===== config.mk =====
export PLATFORM = sky130hd
export DESIGN_NAME = serial_adder_ctrl
export DESIGN_NICKNAME = d
export VERILOG_FILES = /design/src/rtl/serial_adder_ctrl.sv
export SDC_FILE = /design/constraint.sdc
export NUM_CORES = 1
export LEC_CHECK = 0
export ABC_AREA = 1
export BUFFER_PORTS_ARGS = -buffer_cell sky130_fd_sc_hd__buf_4
export CAP_MARGIN = 20
export CELL_PAD_IN_SITES_DETAIL_PLACEMENT = 2
export CELL_PAD_IN_SITES_GLOBAL_PLACEMENT = 2
export CORE_MARGIN = 2
export CORE_UTILIZATION = 29
export DETAILED_ROUTE_END_ITERATION = 8
export PLACE_DENSITY = 0.74
export SYNTH_ARGS = -nofsm -noshare
export SYNTH_HDL_FRONTEND = slang
export SYNTH_SLANG_ARGS = --single-unit
export TNS_END_PERCENT = 10

===== constraint.sdc =====
create_clock -name clk -period 1.2 [get_ports clk]
set_input_delay 0.06 -clock clk [delete_from_list [all_inputs] [get_ports clk]]
set_output_delay 0.06 -clock clk [all_outputs]
set_load 0.02 [all_outputs]

===== src/rtl/serial_adder_ctrl.sv =====
// Bit-serial adder: one full adder cell reused over WIDTH cycles, LSB first,
// with the carry fed back through a register and a registered result.

module full_adder (
   input  logic a,
   input  logic b,
   input  logic ci,
   output logic s,
   output logic co
);
   assign s  = a ^ b ^ ci;
   assign co = (a & b) | (ci & (a ^ b));
endmodule

module serial_adder_ctrl #(
   parameter int WIDTH = 8
) (
   input  logic             clk,
   input  logic             rst,
   input  logic             start,
   input  logic [WIDTH-1:0] a,
   input  logic [WIDTH-1:0] b,
   input  logic             cin,
   output logic             busy,
   output logic             done,
   output logic [WIDTH-1:0] sum,
   output logic             cout
);
   localparam int             cw       = (WIDTH > 1) ? $clog2(WIDTH) : 1;
   localparam logic [cw-1:0]  last_bit = cw'(WIDTH - 1);

   typedef enum logic [1:0] {
      s_idle,
      s_run,
      s_done
   } state_t;

   state_t           state, state_nxt;
   logic [WIDTH-1:0] sa, sb, ps;
   logic             cy;
   logic [cw-1:0]    cnt;
   logic             s, co;
   logic             accept, last;

   full_adder u_fa (
      .a  (sa[0]),
      .b  (sb[0]),
      .ci (cy),
      .s  (s),
      .co (co)
   );

   // NOTE: sequential state uses non-blocking assignments so every flop
   // samples pre-edge values, independent of block ordering.
   always_ff @(posedge clk or posedge rst) begin
      if (rst) state <= s_idle;
      else     state <= state_nxt;
   end

   // NOTE: every output of this block gets a default first, so no path
   // through the case leaves a signal unassigned and infers a latch.
   always_comb begin
      state_nxt = state;
      accept    = 1'b0;
      last      = 1'b0;
      case (state)
         s_idle: begin
            if (start) begin
               accept    = 1'b1;
               state_nxt = s_run;
            end
         end
         s_run: begin
            if (cnt == last_bit) begin
               last      = 1'b1;
               state_nxt = s_done;
            end
         end
         s_done:  state_nxt = s_idle;
         default: state_nxt = s_idle;
      endcase
   end

   // busy/done are decoded from the next state so they leave as flop outputs
   always_ff @(posedge clk or posedge rst) begin
      if (rst) begin
         sa   <= '0;
         sb   <= '0;
         ps   <= '0;
         cy   <= 1'b0;
         cnt  <= '0;
         sum  <= '0;
         cout <= 1'b0;
         busy <= 1'b0;
         done <= 1'b0;
      end else begin
         busy <= (state_nxt != s_idle);
         done <= (state_nxt == s_done);
         if (accept) begin
            sa  <= a;
            sb  <= b;
            cy  <= cin;
            cnt <= '0;
         end else if (state == s_run) begin
            ps  <= {s, ps[WIDTH-1:1]};
            sa  <= sa >> 1;
            sb  <= sb >> 1;
            cy  <= co;
            cnt <= cnt + 1'b1;
            if (last) begin
               sum  <= {s, ps[WIDTH-1:1]};
               cout <= co;
            end
         end
      end
   end
endmodule


==> results of run 1 <==
-- worst register-to-register path: stages (launching register included) --
cell,delay (ns)
dfrtp_1,0.40
fa_1,0.59
nand2_1,0.07
o21ai_1,0.07
-- cells by family after synthesis --
kind of cell | Yosys count | synth area share
compound gates | 5 | 0.01491
fa+ha+maj | 3 | 0.02684
flops | 40 | 0.5966
buf+inv | 15 | 0.04624
simple gates | 125 | 0.3154
-- state kept, by name, summed over array words and instances (netlist names) --
signal / count
sum: 8
cout: 1
ps: 7
sa: 8
state: 2
busy: 1
sb: 8
done: 1
cy: 1
cnt: 3
-- power by group through the flow --
stage	combinational, uW	clock [uW]	sequential [uW]
global placement	2100	0	2250
floorplan	1140	0	2370
global route	2640	1000	2350
finish	2330	913	2270
detailed placement	2170	0	2280
CTS	2270	949	2270
-- routing by layer --
metal | global-route usage | wire length, um | vias up
met5 | 0 | 0 | -
met4 | 0.06610 | 86 | 0
met3 | 0.03034 | 105 | 8
met2 | 0.2500 | 2281 | 18
met1 | 0.2027 | 1996 | 677
li1 | - | - | 687
-- cell type report --
cell class	count	area, um^2	area share
Tap cell	72	90.09	0.04009
Clock buffer	8	90.09	0.04009
Timing Repair Buffer	45	392.9	0.1748
Inverter	7	31.28	0.01392
Multi-Input combinational cell	134	640.6	0.2851
Sequential cell	40	1002	0.4460
-- placed cells by master (no fill, tap or decap) --
cell type and instances:
nand2_4 2, clkbuf_8 6, nand3_1 32, inv_6 1, nand2_2 2, ha_2 1, dlygate4sd3_1 2, o21ai_1 5
nor2_4 3, fa_1 1, ha_4 1, inv_1 4, buf_4 39, buf_12 4, clkbuf_1 2, dfrtp_2 1
nand2_1 86, inv_2 2, nor2_1 1, dfrtp_1 39
-- stage by stage --
stage                     cells  instance area (um^2)
after global placement      291                  2059
final                       306                  2247
after detailed placement    291                  2059
after global routing        306                  2247
after floorplan             188                  1678
after CTS                   303                  2211
-- how the worst max path moves through the flow --
stage | end | slack, ns | cells past startpoint
2_1_floorplan | sum[7] | 0.04 | 6
3_3_place_gp | cout | -0.01 | 6
3_5_place_dp | sum[7] | -0.16 | 6
4_1_cts | sum[7] | 0.005 | 3
5_1_grt | sum[0] | -0.08 | 6
6_report | ps[7] | 0.0003 | 3
-- timing repair --
| item | CTS | global route |
|---|---|---|
| hold buffers | 2 | 0 |
| hold endpoints to repair | 41 | 0 |
| pin swaps | 2 | 7 |
| setup buffers | 1 | 3 |
| gates resized for setup | 7 | 5 |
| setup endpoints to repair | 11 | 32 |
| cloned | 1 | 0 |
==> results.yml, run 1 <==
hold_path:
  min_to: "sa[7]"
  worst_hold_path.num_cells: 3
  hold_path.class: "in2reg"
  hp-start: "a[7]"
synthesis:
  yosysWarnings: 0
  synth_top_cell_area_share: 0.5966
  synth_area_leaders: "dfrtp_1 60%, nand2_1 20%, nand3_1 9.5%, buf_4 2.2%, ha_1 1.5%"
  synth_area_per_cell_um2: 8.925
  synthCells: 188
  synth_edf_count: 0
  async_flop_share: 1.000
  ys_seq_area_frac: 0.5966
  synth_seq_cells: 40
  syn_area_um2: 1678
  yosys.area.top_type: "dfrtp_1"
  synthTopCellsByCount: "88 x nand2_1, 40 x dfrtp_1, 32 x nand3_1"
  synth_top_flop_cell: "dfrtp_1"
  synth.distinct_cells: 14
  syn_nets: 211
  yosysMostFrequentCell: "nand2_1"
critical_path:
  cp_max_fo: 2
  rr_endpoint: "ps[7]"
  cp.required_ns: 1.42
  arrival_ns: 1.42
  crit_chain: "fa_1 -> nand2_1 -> o21ai_1"
  rr_worst_depth: 3
  r2r_slack_ns: 0.0003
  r2r-start: "sa[0]"
  end_kind: "flop"
  cp_num_buf_inv: 0
  crit_start: "sa[0]"
  cpMaxStageDelayCell: "fa_1"
  startpoint_type: "flop"
  worstSetupPathType: "reg2reg"
  slowest_delay_ns: 0.59
  crit_family: "adder cells"
place:
  gp_congestion: 0.6791
  hpwlAfterDp_mm: 2.964
  io_buffers: 30
  pre_cts_ws_ns: -0.1570
detailed_routing:
  remaining_drc_errors: 0
  first_pass_iters: 4
  drt_wl_total_mm: 4.470
  routed-via-count: 1390
  via_per_inst: 4.542
  ant_nets: 0
  detail_route.iter0.violations: 72
  wire_per_inst_um: 14.61
floorplanning:
  fp.dieArea_um2: 6410
  core_area_um2: 5540
  num_rows: 27
  start_util: 0.3028
  die_x_um: 80.07
  pin_count: 31
  die_y_um: 80.07
clock_tree:
  clock_path_buffers: 2
  cts_tree: "done"
  root_buffer: "clkbuf_8"
  path_clk_slew_ns: 0.07
  cts_buffers: 5
  cts.sinks: 40
  cts-htree-levels: 2
  clk_latency_ns: 0.29
power_and_ir_drop:
  switching_power_uw: 2107
  clockPowerShare: 0.166
  combPwrFrac: 0.423
  p_total_uw: 5511
  power_frac_seq: 0.412
  power_density_nw_per_um2: 2452
  power.leakage_uw: 0.001154
  swShare: 0.3823
  p_int_uw: 3404
  ir_drop_mv: 0.8875
sta:
  maxSlewHeadroom: 0.8419
  hold_violations: 0
  final-setup-viol-count: 0
  fmax_ghz: 0.8336
  fin_crit_ns: 1.200
  setup_ws_ns: 0.0003240
  fin_setup_tns_ns: 0
  rsz0062_at_grt: "true"
  worst_pin_slew_ns: 0.2356
  skew_ns: 0.004750
  hold_slack_ns: 0.003611
  finalMaxSlewViolations: 0
  post-route-period-util: 0.9997
global_route:
  grt_max_degree: 41
  track_usage: 0.1551
  grt-ovfl-total: 0
  grt_pass1_wl_mm: 7.369
  grt_pass1_vias: 1464
  grt_antenna_before_repair: 0
finish:
  syn2layout_area_growth_pct: 33.93
  nNetsFinal: 256
  filler_cell_count: 631
  drive_gt1_frac: 0.2650
  diodes: 0
  post-route-util: 0.4056
run_status:
  status: "complete, no violations"
flow_run:
  max_cap_violations: 0
Power figures use the tool's default switching activity.
==> inputs of run 2 (changes only) <==
--- a/config.mk
+++ b/config.mk
@@ -14,6 +14,7 @@
 export CORE_UTILIZATION = 29
 export DETAILED_ROUTE_END_ITERATION = 8
 export PLACE_DENSITY = 0.74
+export SETUP_SLACK_MARGIN = 0.3
 export SYNTH_ARGS = -nofsm -noshare
 export SYNTH_HDL_FRONTEND = slang
 export SYNTH_SLANG_ARGS = --single-unit
==> run 2 against run 1 <==
The flow now finishes with violations (setup timing). Power up 19%. Die area unchanged. Fmax down 7.6%. Clock power up 2.4%. First-iteration DRC count up 21%. Sequential power up 7%. Sequential share of layout area down 5.5 points. Worst setup slack worse by 0.098 ns. Critical path depth unchanged. Via count up 3.6%. Clock skew about the same. Largest cell class unchanged.
==> results.yml, run 2 (synthesized netlist as in run 1, its figures left out) <==
flow_run:
  max_cap_violations: 0
finish:
  drive_gt1_frac: 0.4744
  top_regs: "sa: 8 flops, sb: 8 flops, sum: 8 flops"
  diodes: 0
  mostFrequentLayoutCell: "nand2_1"
  layout_common_cells: "55 x nand2_1, 38 x dfrtp_1, 24 x buf_4, 21 x nand3_1"
  nNetsFinal: 256
  syn2layout_area_growth_pct: 53.09
power_and_ir_drop:
  ir_drop_mv: 0.7852
  p_total_uw: 6539
  power_density_nw_per_um2: 2546
  power.leakage_uw: 0.001350
floorplanning:
  core_area_um2: 5540
  start_util: 0.3028
  fp.dieArea_um2: 6410
  die_x_um: 80.07
  num_rows: 27
  die_y_um: 80.07
  pin_count: 31
clock_tree:
  cts_buffers: 5
  clock_path_buffers: 2
  cts.sinks: 40
  cts_tree: "done"
  cts-htree-levels: 2
  clk_latency_ns: 0.30
  root_buffer: "clkbuf_8"
  path_clk_slew_ns: 0.08
detailed_routing:
  via_per_inst: 4.706
  wire_per_inst_um: 16.92
  routed-via-count: 1440
  first_pass_iters: 3
  ant_nets: 0
  drt_wl_total_mm: 5.177
  remaining_drc_errors: 0
  detail_route.iter0.violations: 87
critical_path:
  startpoint_type: "flop"
  slowest_delay_ns: 0.59
  r2r-start: "cy"
  crit_family: "adder cells"
  end_kind: "flop"
  rr_endpoint: "ps[7]"
  arrival_ns: 1.50
  worstSetupPathType: "reg2reg"
  cp.required_ns: 1.40
  rr_worst_depth: 3
  crit_chain: "fa_2 -> nand2_1 -> o21ai_1"
  cpMaxStageDelayCell: "fa_2"
  cp_max_fo: 2
  cp_num_buf_inv: 0
  r2r_slack_ns: -0.1
sta:
  hold_violations: 0
  post-route-period-util: 1.081
  fmax_ghz: 0.7706
  finalMaxSlewViolations: 0
  skew_ns: 0.004493
  worst_pin_slew_ns: 0.2344
  fin_crit_ns: 1.298
  setup_ws_ns: -0.09773
  final-setup-viol-count: 1
  rsz0062_at_grt: "true"
  maxSlewHeadroom: 0.8437
run_status:
  status: "finished, violations left"
  violations: "setup timing"
global_route:
  grt_pass1_vias: 1542
  grt_antenna_before_repair: 0
  grt_pass1_wl_mm: 7.376
  grt-ovfl-total: 0
  grt_max_degree: 41
  track_usage: 0.1515
place:
  gp_congestion: 0.6993
  hpwlAfterDp_mm: 2.882
  io_buffers: 30
  pre_cts_ws_ns: 0.001373
hold_path:
  min_to: "sb[7]"
  hp-start: "b[7]"
  worst_hold_path.num_cells: 3
  hold_path.class: "in2reg"
run 2: worst max-delay path by stage:
stage	from	end	slack (ns)	cells past startpoint
global route	cy	ps[7]	-0.13	3
detailed placement	cnt[0]	sum[0]	0.001	6
finish	cy	ps[7]	-0.1	3
CTS	cnt[1]	sum[0]	0.03	6
floorplan	sa[0]	ps[7]	0.10	3
global placement	state[1]	sum[0]	0.05	6
run 2: worst register-to-register path, delay by kind of cell (launching register included):
family,cells,cell delay (ns)
and+or+nand+nor,1,0.06
DFF,1,0.42
AOI/OAI and AO/OA,1,0.13
adders and majority gates,1,0.59
run 2: through the flow:
stage               cell area (um^2)    util  cells  hold WS, ns   TNS, ns
finish                          2569  0.4636    306      0.01408  -0.09773
detailed placement              2052  0.3704    291       0.1539         0
CTS                             2206  0.3981    303   0.00005584         0
floorplan                       1695       -    188       0.2060         0
global placement                2052  0.3704    291       0.1449         0
global route                    2569  0.4636    306      0.02128   -0.3629
run 2: timing repair:
| item | in CTS | in global routing |
|---|---|---|
| setup endpoints to repair | 46 | 50 |
| setup buffers | 1 | 3 |
| hold buffers | 2 | 0 |
| cloned | 1 | 0 |
| gates resized for setup | 7 | 93 |
| endpoints found under the hold margin | 41 | 0 |
| pin swaps | 3 | 32 |
run 2: cell type report:
| cell class | count | area (um^2) |
|---|---|---|
| multi-input combinational | 134 | 879.6 |
| tap | 72 | 90.09 |
| timing repair buffer | 45 | 456.7 |
| clock buffer | 6 | 82.58 |
| fill | 604 | 2972 |
| clock inverter | 2 | 10.01 |
| inverter | 7 | 46.29 |
| sequential | 40 | 1003 |
run 2: per-layer routing:
metal,vias to the layer above,share of wire,global-route usage
li1,685,-,-
met1,721,0.44,0.1993
met2,27,0.52,0.2442
met3,7,0.024,0.03034
met4,0,0.015,0.06102
met5,-,0,0
run 2: where the power goes:
part	internal [uW]	switching (uW)	leakage [uW]	total, uW
Clock	459	476	0.0000510	935
Combinational	1450	1710	0.000790	3160
Sequential	1900	538	0.000509	2440
==> inputs of run 3 (changes only) <==
==> config.mk (replaced) <==
export PLATFORM = sky130hd
export DESIGN_NAME = serial_adder_ctrl
export DESIGN_NICKNAME = d
export VERILOG_FILES = /design/src/rtl/serial_adder_ctrl.sv
export SDC_FILE = /design/constraint.sdc
export NUM_CORES = 1
export LEC_CHECK = 0
export BUFFER_PORTS_ARGS = -buffer_cell sky130_fd_sc_hd__buf_4
export CAP_MARGIN = 20
export CELL_PAD_IN_SITES_DETAIL_PLACEMENT = 2
export CELL_PAD_IN_SITES_GLOBAL_PLACEMENT = 2
export CORE_MARGIN = 2
export CORE_UTILIZATION = 33
export DETAILED_ROUTE_END_ITERATION = 8
export PLACE_DENSITY = 0.75
export SETUP_SLACK_MARGIN = 0.3
export SLEW_MARGIN = 20
export SYNTH_ARGS = -nofsm -noshare
export SYNTH_HDL_FRONTEND = slang
export SYNTH_SLANG_ARGS = --single-unit
export TNS_END_PERCENT = 5
==> run 3 against run 2 <==
The flow still finishes with violations (setup timing). Worst hold slack gained 0.0092 ns. Fmax fell by 14%. Count of clock-buffer cells in the layout did not move. Wire length down 6.6%. Combinational power shrank 1%. Critical path depth is 3 higher. Worst setup slack got worse by 0.22 ns. Power shrank 1.2%. Area after synthesis up 3.8%. Sequential power grew 2%. Clock power shrank 7.7%. Largest cell class unchanged. Largest power group unchanged.
==> results.yml, run 3 <==
finish:
  regArea_um2: 1003
  filler_cell_count: 504
  diodes: 0
  drive_gt1_frac: 0.5027
  multi_input_area_um2: 739.5
  layout_common_cells: "38 x dfrtp_1, 36 x buf_4, 16 x inv_1, 13 x buf_6, 10 x mux2_4"
  syn2layout_area_growth_pct: 40.80
  mostFrequentLayoutCell: "dfrtp_1"
  fin_area_um2: 2452
  post-route-util: 0.4802
  top_regs: "sa: 8 flops, sb: 8 flops, sum: 8 flops"
  nNetsFinal: 208
clock_tree:
  cts-htree-levels: 2
  clk_latency_ns: 0.29
  cts.sinks: 40
  cts_buffers: 5
  path_clk_slew_ns: 0.08
  cts_tree: "done"
  clock_path_buffers: 2
  root_buffer: "clkbuf_8"
hold_path:
  hold_path.class: "in2reg"
  min_to: "sb[7]"
  worst_hold_path.num_cells: 2
  hp-start: "b[7]"
sta:
  fin_setup_tns_ns: -4.201
  rsz0062_at_grt: "true"
  worst_pin_slew_ns: 0.3724
  finalMaxSlewViolations: 0
  post-route-period-util: 1.264
  skew_ns: 0.004466
  fmax_ghz: 0.6594
  maxSlewHeadroom: 0.7518
  hold_violations: 0
  fin_crit_ns: 1.516
  final-setup-viol-count: 30
  setup_ws_ns: -0.3164
detailed_routing:
  first_pass_iters: 7
  routed-via-count: 1294
  wl_met3_um: 168
  detail_route.iter0.violations: 55
  drt_wl_total_mm: 4.836
  via_per_inst: 5.075
  remaining_drc_errors: 0
  topRoutingLayerUsed: "met4"
  met1_length_mm: 1.956
  wl_met2_mm: 2.661
  wire_per_inst_um: 18.96
  ant_nets: 0
synthesis:
  syn_area_um2: 1742
  synth_top_family_by_area: "compound AO/OA/AOI/OAI gates"
  yosys.area.top_type: "dfrtp_1"
  async_flop_share: 1.000
  synth.distinct_cells: 25
  synth_area_per_cell_um2: 12.81
  synthCells: 136
  yosysWarnings: 0
  ys_seq_area_frac: 0.5747
  synth_edf_count: 0
  synth_seq_cells: 40
  synth-simple-area-share: 0.09986
  synth_compound_area_frac: 0.1099
  synthTopCellsByCount: "40 x dfrtp_1, 17 x inv_1, 9 x mux2_2"
  synth_area_leaders: "dfrtp_1 57%, mux2_2 5.8%, mux2_1 4.5%, a221oi_1 4.0%, nor4b_1 4.0%"
  synth_top_cell_area_share: 0.5747
  synthMuxAreaShare: 0.1092
  yosysMostFrequentCell: "dfrtp_1"
  syn_nets: 159
  synth_top_flop_cell: "dfrtp_1"
  synthAdderAreaFrac: 0.02586
  synth_xor_area_frac: 0
floorplanning:
  die_x_um: 76.65
  start_util: 0.3410
  fp.dieArea_um2: 5875
  core_area_um2: 5107
  die_y_um: 76.65
  num_rows: 26
  pin_count: 31
critical_path:
  cp_max_fo: 5
  arrival_ns: 1.69
  rr_endpoint: "sum[4]"
  end_kind: "flop"
  startpoint_type: "flop"
  rr_worst_depth: 6
  r2r-start: "cnt[1]"
  r2r_slack_ns: -0.32
  cp.required_ns: 1.37
  worstSetupPathType: "reg2reg"
power_and_ir_drop:
  combPwrFrac: 0.483
  ir_drop_mv: 0.6909
  power.leakage_uw: 0.001136
  power_density_nw_per_um2: 2635
  p_int_uw: 4143
  clockPowerShare: 0.134
  power_frac_seq: 0.383
  swShare: 0.3589
  switching_power_uw: 2319
global_route:
  grt_pass1_wl_mm: 7.734
  grt_antenna_before_repair: 0
  grt_pass1_vias: 1478
  grt_max_degree: 41
  grt-ovfl-total: 0
  track_usage: 0.1711
place:
  place_area_um2: 2160
  io_buffers: 30
  gp_congestion: 0.7391
  hpwlAfterDp_mm: 2.999
flow_run:
  max_cap_violations: 0
run_status:
  status: "finished, violations left"
  violations: "setup timing"
==> run 3: changes by cell type after synthesis, sizes merged, moves of 2 or more <==
cell    change
a221oi      +8
inv        +11
nand2      -90
a32o        +2
o21ai       -5
mux2       +16
nor2        +6
a222oi      +6
nor2b       +7
a22o        +2
nand3      -32
nor4b       +8
==> run 3: worst max-delay path by stage <==
stage | startpoint | end | slack [ns]
finish | cnt[1] | sum[4] | -0.32
detailed placement | cnt[1] | sum[7] | -0.33
CTS | cnt[1] | cout | -0.32
floorplan | cnt[0] | cout | -0.20
global placement | cnt[1] | sum[7] | -0.25
global route | cnt[1] | sum[4] | -0.37
==> run 3: cell type report <==
cell class / instances / share of cell area
inverter: 18 / 0.02857
sequential: 40 / 0.4092
timing repair buffer: 52 / 0.1934
clock inverter: 1 / 0.002041
multi-input combinational: 68 / 0.3015
tap: 70 / 0.03571
clock buffer: 6 / 0.02959
==> run 3: worst max-delay path: stages (launching register included) <==
cell and delay, ns:
dfrtp_1 0.40, ha_2 0.19, ha_4 0.15, nand3b_1 0.10
buf_4 0.14, buf_12 0.12, mux2_4 0.30
==> run 3: what timing repair did <==
action	in CTS	in global routing
pin swaps	8	3
hold buffers	1	0
resized for setup	26	9
setup endpoints to repair	49	90
endpoints found under the hold margin	40	0
setup buffers	4	0
cloned	1	0
==> run 3: cells by family (layout without fill, tap and decap cells) <==
kind of cell,Yosys count,in the layout
DFF,40,40
buffers and inverters,28,77
and+or+nand+nor,27,27
muxes,17,17
adders and majority gates,3,3
AOI/OAI and AO/OA,21,21
==> run 3: per-stage QoR <==
step / cells / hold slack, ns / setup slack (ns) / total power (uW)
after floorplan: 136 / 0.2297 / -0.1968 / 4085
final: 255 / 0.02329 / -0.3164 / 6462
after global placement: 242 / 0.2173 / -0.2535 / 4823
after global routing: 255 / 0.03528 / -0.3743 / 6895
after detailed placement: 242 / 0.2366 / -0.3270 / 5056
after CTS: 255 / 0.01428 / -0.3180 / 6366
==> run 3: metal layers <==
| layer | vias to the layer above | GRT usage |
|---|---|---|
| met5 | - | 0 |
| met4 | 0 | 0.05455 |
| met3 | 4 | 0.03529 |
| met2 | 40 | 0.3159 |
| met1 | 667 | 0.1976 |
| li1 | 583 | - |
==> run 3: power by group through the flow <==
| stage | clock (uW) | sequential, uW | combinational (uW) |
|---|---|---|---|
| 3_5_place_dp | 0 | 2440 | 2620 |
| 6_report | 863 | 2480 | 3120 |
| 2_1_floorplan | 0 | 2510 | 1580 |
| 3_3_place_gp | 0 | 2380 | 2450 |
| 5_1_grt | 945 | 2560 | 3390 |
| 4_1_cts | 889 | 2450 | 3020 |
